### config.mk
export PLATFORM = sky130hd
export DESIGN_NAME = cost_table
export DESIGN_NICKNAME = d
export VERILOG_FILES = /design/src/rtl/jam_pkg.sv /design/src/rtl/cost_regfile.sv /design/src/rtl/cost_table.sv
export SDC_FILE = /design/constraint.sdc
export NUM_CORES = 1
export LEC_CHECK = 0
export ABC_AREA = 1
export ABC_CLOCK_PERIOD_IN_PS = 3210
export CAP_MARGIN = 20
export CORE_ASPECT_RATIO = 1.75
export CORE_MARGIN = 4
export CORE_UTILIZATION = 65
export CTS_CLUSTER_DIAMETER = 150
export DETAILED_ROUTE_END_ITERATION = 8
export PLACE_DENSITY = 0.86
export SKIP_CTS_REPAIR_TIMING = 1
export SYNTH_ARGS = -nofsm -noshare
export SYNTH_HDL_FRONTEND = slang
export SYNTH_SLANG_ARGS = --single-unit
### constraint.sdc
create_clock -name CLK -period 3.21 [get_ports CLK]
set_input_delay 0.321 -clock CLK [delete_from_list [all_inputs] [get_ports CLK]]
set_output_delay 0.321 -clock CLK [all_outputs]
set_load 0.01 [all_outputs]
### src/rtl/jam_pkg.sv
// Shared definitions for the cost table and the assignment engine.
//   N_W / N_J / CW : table geometry and cost entry width
//   CSW            : checksum width (64 entries * 127 max fits in 13 bits)
//   load_state_e   : cost table load FSM encoding (IDLE=0, LOAD=1, READY=2)
package jam_pkg;

    localparam int unsigned N_W = 8;
    localparam int unsigned N_J = 8;
    localparam int unsigned CW  = 7;
    localparam int unsigned CSW = 13;

    typedef enum logic [1:0] {
        StIdle  = 2'd0,
        StLoad  = 2'd1,
        StReady = 2'd2
    } load_state_e;

endpackage

### src/rtl/cost_regfile.sv
// Cost storage: register array with one synchronous write port and one
// combinational read port. Deliberately has no reset; contents survive
// reset and reload until overwritten.
//   CLK   : clock
//   we    : write enable
//   waddr : write address
//   wdata : write data
//   raddr : read address
//   rdata : read data, combinational from raddr
module cost_regfile #(
    parameter int unsigned Depth = 64,
    parameter int unsigned Width = 7,
    localparam int unsigned AW   = $clog2(Depth)
) (
    input  logic             CLK,
    input  logic             we,
    input  logic [AW-1:0]    waddr,
    input  logic [Width-1:0] wdata,
    input  logic [AW-1:0]    raddr,
    output logic [Width-1:0] rdata
);

    logic [Width-1:0] mem [Depth];

    always_ff @(posedge CLK) begin
        if (we) begin
            mem[waddr] <= wdata;
        end
    end

    assign rdata = mem[raddr];

endmodule

### src/rtl/cost_table.sv
// Worker/job cost table. Loads N_W*N_J cost entries row-major from a
// valid/ready stream, then serves combinational lookups for the assignment
// engine. A reload request in READY restarts the load.
//   CLK, RST    : clock; asynchronous active-high reset
//   in_valid    : load stream entry present
//   in_data     : load stream cost entry
//   in_ready    : high while loading
//   reload      : single-cycle request to reload the table (honoured in READY)
//   W, J        : worker / job lookup index
//   Cost        : mem[{W,J}] in READY, else 0
//   table_ready : full table loaded
//   checksum    : sum of entries accepted since the current load started
module cost_table
    import jam_pkg::*;
#(
    parameter int unsigned N_W = jam_pkg::N_W,
    parameter int unsigned N_J = jam_pkg::N_J,
    parameter int unsigned CW  = jam_pkg::CW,
    localparam int unsigned WW = $clog2(N_W),
    localparam int unsigned JW = $clog2(N_J)
) (
    input  logic           CLK,
    input  logic           RST,
    input  logic           in_valid,
    input  logic [CW-1:0]  in_data,
    output logic           in_ready,
    input  logic           reload,
    input  logic [WW-1:0]  W,
    input  logic [JW-1:0]  J,
    output logic [CW-1:0]  Cost,
    output logic           table_ready,
    output logic [CSW-1:0] checksum
);

    localparam int unsigned Entries = N_W * N_J;
    localparam int unsigned AW      = $clog2(Entries);

    load_state_e    state_q, state_d;
    logic [AW-1:0]  addr_q, addr_d;
    logic [CSW-1:0] checksum_q, checksum_d;
    logic           accept;
    logic [CW-1:0]  rd_data;

    assign accept = in_valid && (state_q == StLoad);

    always_comb begin
        state_d    = state_q;
        addr_d     = addr_q;
        checksum_d = checksum_q;
        unique case (state_q)
            StIdle: begin
                state_d = StLoad;
            end
            StLoad: begin
                if (accept) begin
                    // addr wraps to 0 on the last entry, ready for a later reload
                    addr_d     = addr_q + AW'(1);
                    checksum_d = checksum_q + CSW'(in_data);
                    if (addr_q == AW'(Entries - 1)) begin
                        state_d = StReady;
                    end
                end
            end
            StReady: begin
                if (reload) begin
                    state_d    = StLoad;
                    addr_d     = '0;
                    checksum_d = '0;
                end
            end
            default: begin
                state_d = StIdle;
            end
        endcase
    end

    always_ff @(posedge CLK or posedge RST) begin
        if (RST) begin
            state_q    <= StIdle;
            addr_q     <= '0;
            checksum_q <= '0;
        end else begin
            state_q    <= state_d;
            addr_q     <= addr_d;
            checksum_q <= checksum_d;
        end
    end

    cost_regfile #(
        .Depth (Entries),
        .Width (CW)
    ) u_regfile (
        .CLK   (CLK),
        .we    (accept),
        .waddr (addr_q),
        .wdata (in_data),
        .raddr ({W, J}),
        .rdata (rd_data)
    );

    assign in_ready    = (state_q == StLoad);
    assign table_ready = (state_q == StReady);
    // Lookup is combinational: the engine drives W/J on a rising edge and
    // samples Cost on the following falling edge.
    assign Cost        = table_ready ? rd_data : '0;
    assign checksum    = checksum_q;

endmodule

==> summary.txt <==
Floorplanning
  – Starting Density: 66.3%
  – # IOs: 39
  – Full die area: 33200 µm²
  – Core area: 29600 µm²
  – Core Rows: 83
  – Die W: 139 µm
  – Die height: 238 µm

Worst setup path
  – CP dominant cell by count: nand3_1
  – Slowest stage cell, crit path: clkdlybuf4s50_1
  – Max FO, Critical Path: 26
  – WP data required: 2890 ps
  – Arrival @ worst endpoint: 2600 ps
  – Cells along the critical path: buf_6 > clkinv_4 > buf_4 > nand2_1 > nand3_1 > nand3_1 > nand2_1 > nand2_1 > nand3_1 > nand3_1 > a21oi_1 > clkdlybuf4s50_1
  – CP Capture Type: primary output
  – Critical Path Max Stage Delay: 600 ps
  – Crit Path Class: in -> out
  – Worst setup SP type: input pin

STA
  – Tmin final: 2920 ps
  – Final Setup Violations: 0
  – Final hold viol count: 0
  – Worst slew pin tran: 840 ps
  – Fin crit share: 90.9%
  – Clock skew: 16.5 ps
  – Fmax: 343 MHz
  – Slew Limit Fails: 0
  – Final TNS setup: 0 ps
  – Slew margin rel.: 43.9%
  – Worst Hold Margin: 131 ps
  – RSZ-0062 raised after global routing: false

Route
  – WL/cell: 22.7 µm
  – First-pass DRT Iterations: 6
  – First DRT Iteration DRCs: 1801
  – Vias: 13900
  – DRC: 0
  – Routed WL: 50000 µm
  – Antenna viol nets, final: 0
  – Vias per cell: 6.30

Clocking
  – # clock sinks: 469
  – H-tree depth: 2
  – CTS Buf Count: 39
  – Root buffer cell: clkbuf_16
  – CTS Buffer Depth: 3
  – CTS tree: done
  – Clock transition at path regs: 60 ps
  – Clock Latency Late Sink: 550 ps

Logic synthesis
  – Post-Synth Adder-Cell Area: 0.612%
  – Unique cell type count in the Yosys netlist: 28
  – Synth warnings: 0
  – Mean Syn Cell Area: 11.3 µm²
  – Mux contribution to synthesized area: 0%
  – Synth Net Count: 1769
  – Mapped Cells: 1743
  – Post-Syn Area: 19600 µm²
  – XOR/XNOR Fraction of Synth Area: 0.0446%
  – Seq/Total Area, Yosys: 71.2%
  – Synth Area in Compound Gates: 1.13%
  – Number of synthesized register bits: 469
  – Main combinational cell family by area after synthesis: simple AND/OR/NAND/NOR gates
  – Synth Area in Simple Gates: 23.5%

Global routing
  – Pin count of the biggest net entering global routing: 113
  – Initial antenna violation count: 2
  – Vias in the first global route: 13700
  – GR Util All Layers: 29.9%
  – Gr ovfl total: 0
  – Global-route wire length before repair: 76200 µm

Power
  – Maximum VDD drop: 0.663 mV
  – Pwr dens: 635 nW/µm²
  – Lkg Pwr: 0.00802 µW

Final layout
  – Synth-to-layout area growth: 10.4%
  – Commonest non-fill, non-tap cell in the layout: nand2_1
  – Fin nets: 1813
  – Commonest cells after routing, fill and taps aside: 595 x nand2_1, 448 x edfxtp_1, 401 x nand3_1, 76 x nor2_1, 55 x buf_4
  – Share of cells above drive strength 1: 7.37%
  – Antenna diodes: 0

Worst hold path
  – Hold/Removal Path Class: in -> reg

Place
  – DP HPWL: 29900 µm
  – Port bufs: 38
  – Gpl congestion: 0.905

Outcome
  – Status: finished, final reports clean

Job
  – Max-cap violations: 0
==> power breakdown <==
| group | internal, µW | switching (µW) | total (µW) |
|---|---|---|---|
| sequential | 7010 | 180 | 7190 |
| clock | 2380 | 2100 | 4490 |
| combinational | 638 | 1440 | 2080 |
| total | 10000 | 3730 | 13800 |
==> metal layers <==
metal,up-vias,global-route usage [%],share of wire [%]
li1,6173,-,-
met1,6554,35.6,33
met2,922,51.3,51
met3,203,4.81,9.4
met4,0,18.0,6.9
met5,-,0,0
==> flip-flops by register name, summed over array words and instances, names as in the netlist <==
signal         flops
addr_q             6
u_regfile.mem    448
checksum          13
state_q            2
==> synthesized netlist by cell type <==
cell	count	area, µm²
nand2_1	595	2230
clkbuf_1	20	75.1
nor2_1	76	285
buf_2	36	180
buf_1	12	45.0
xor2_1	1	8.76
nor4_1	1	6.26
ha_1	8	100
buf_6	4	45.0
nand4_1	9	56.3
inv_2	2	7.51
a21o_1	1	7.51
dfrtp_1	21	526
clkinv_4	1	8.76
inv_1	35	131
buf_4	26	195
nand2_2	1	6.26
fa_1	1	20.0
a211oi_1	1	7.51
nand3_1	401	2010
a21oi_1	18	90.1
o21ai_0	17	85.1
o22ai_1	2	12.5
nor2_2	1	6.26
o221ai_1	1	8.76
nor3_1	3	15.0
edfxtp_1	448	13500
o211a_1	1	10.0
==> cell type report <==
type / instances / area [µm²]
flip-flops and latches: 469 / 14000
multi-input cells: 1138 / 4970
fillers: 1835 / 7920
repair buffers: 101 / 925
clock buffers: 50 / 1040
clock inverters: 21 / 140
well taps: 382 / 478
inverters: 38 / 149
==> per-stage QoR <==
step	cells	power, µW	setup WS [ps]	util, %	area, µm²
3_5_place_dp	2128	9340	394	69.2	20500
2_1_floorplan	1743	8440	1030	-	19600
6_report	2199	13800	291	73.2	21700
3_3_place_gp	2128	9220	441	69.2	20500
5_1_grt	2199	14200	194	73.2	21700
4_1_cts	2199	13700	367	73.2	21700
==> critical path: cells and delay by family <==
family,cells,cell delay [ps]
AND/OR/NAND/NOR,7,710
buffers and inverters,4,1260
AO/OA/AOI/OAI,1,290
==> final timing paths <==
check / startpoint / endpoint / slack (ps) / cells after the start
setup / recovery: J[0] / Cost[3] / 290 / 12
hold / removal: in_data[0] / checksum[0] / 130 / 4
setup reg to reg: state_q[1] / u_regfile.mem[12][2] / 830 / 6
hold reg to reg: checksum[5] / checksum[5] / 550 / 2
max in group asynchronous: RST / checksum[11] / 2430 / 2
min in group asynchronous: RST / addr_q[5] / 260 / 2
==> kinds of logic after synthesis <==
kind of cell,count (synthesis)
compound gates,41
xor+xnor,1
fa+ha+maj,9
buf+inv,136
flops,469
simple gates,1087
Note: power is estimated with default switching activity, not from simulation.
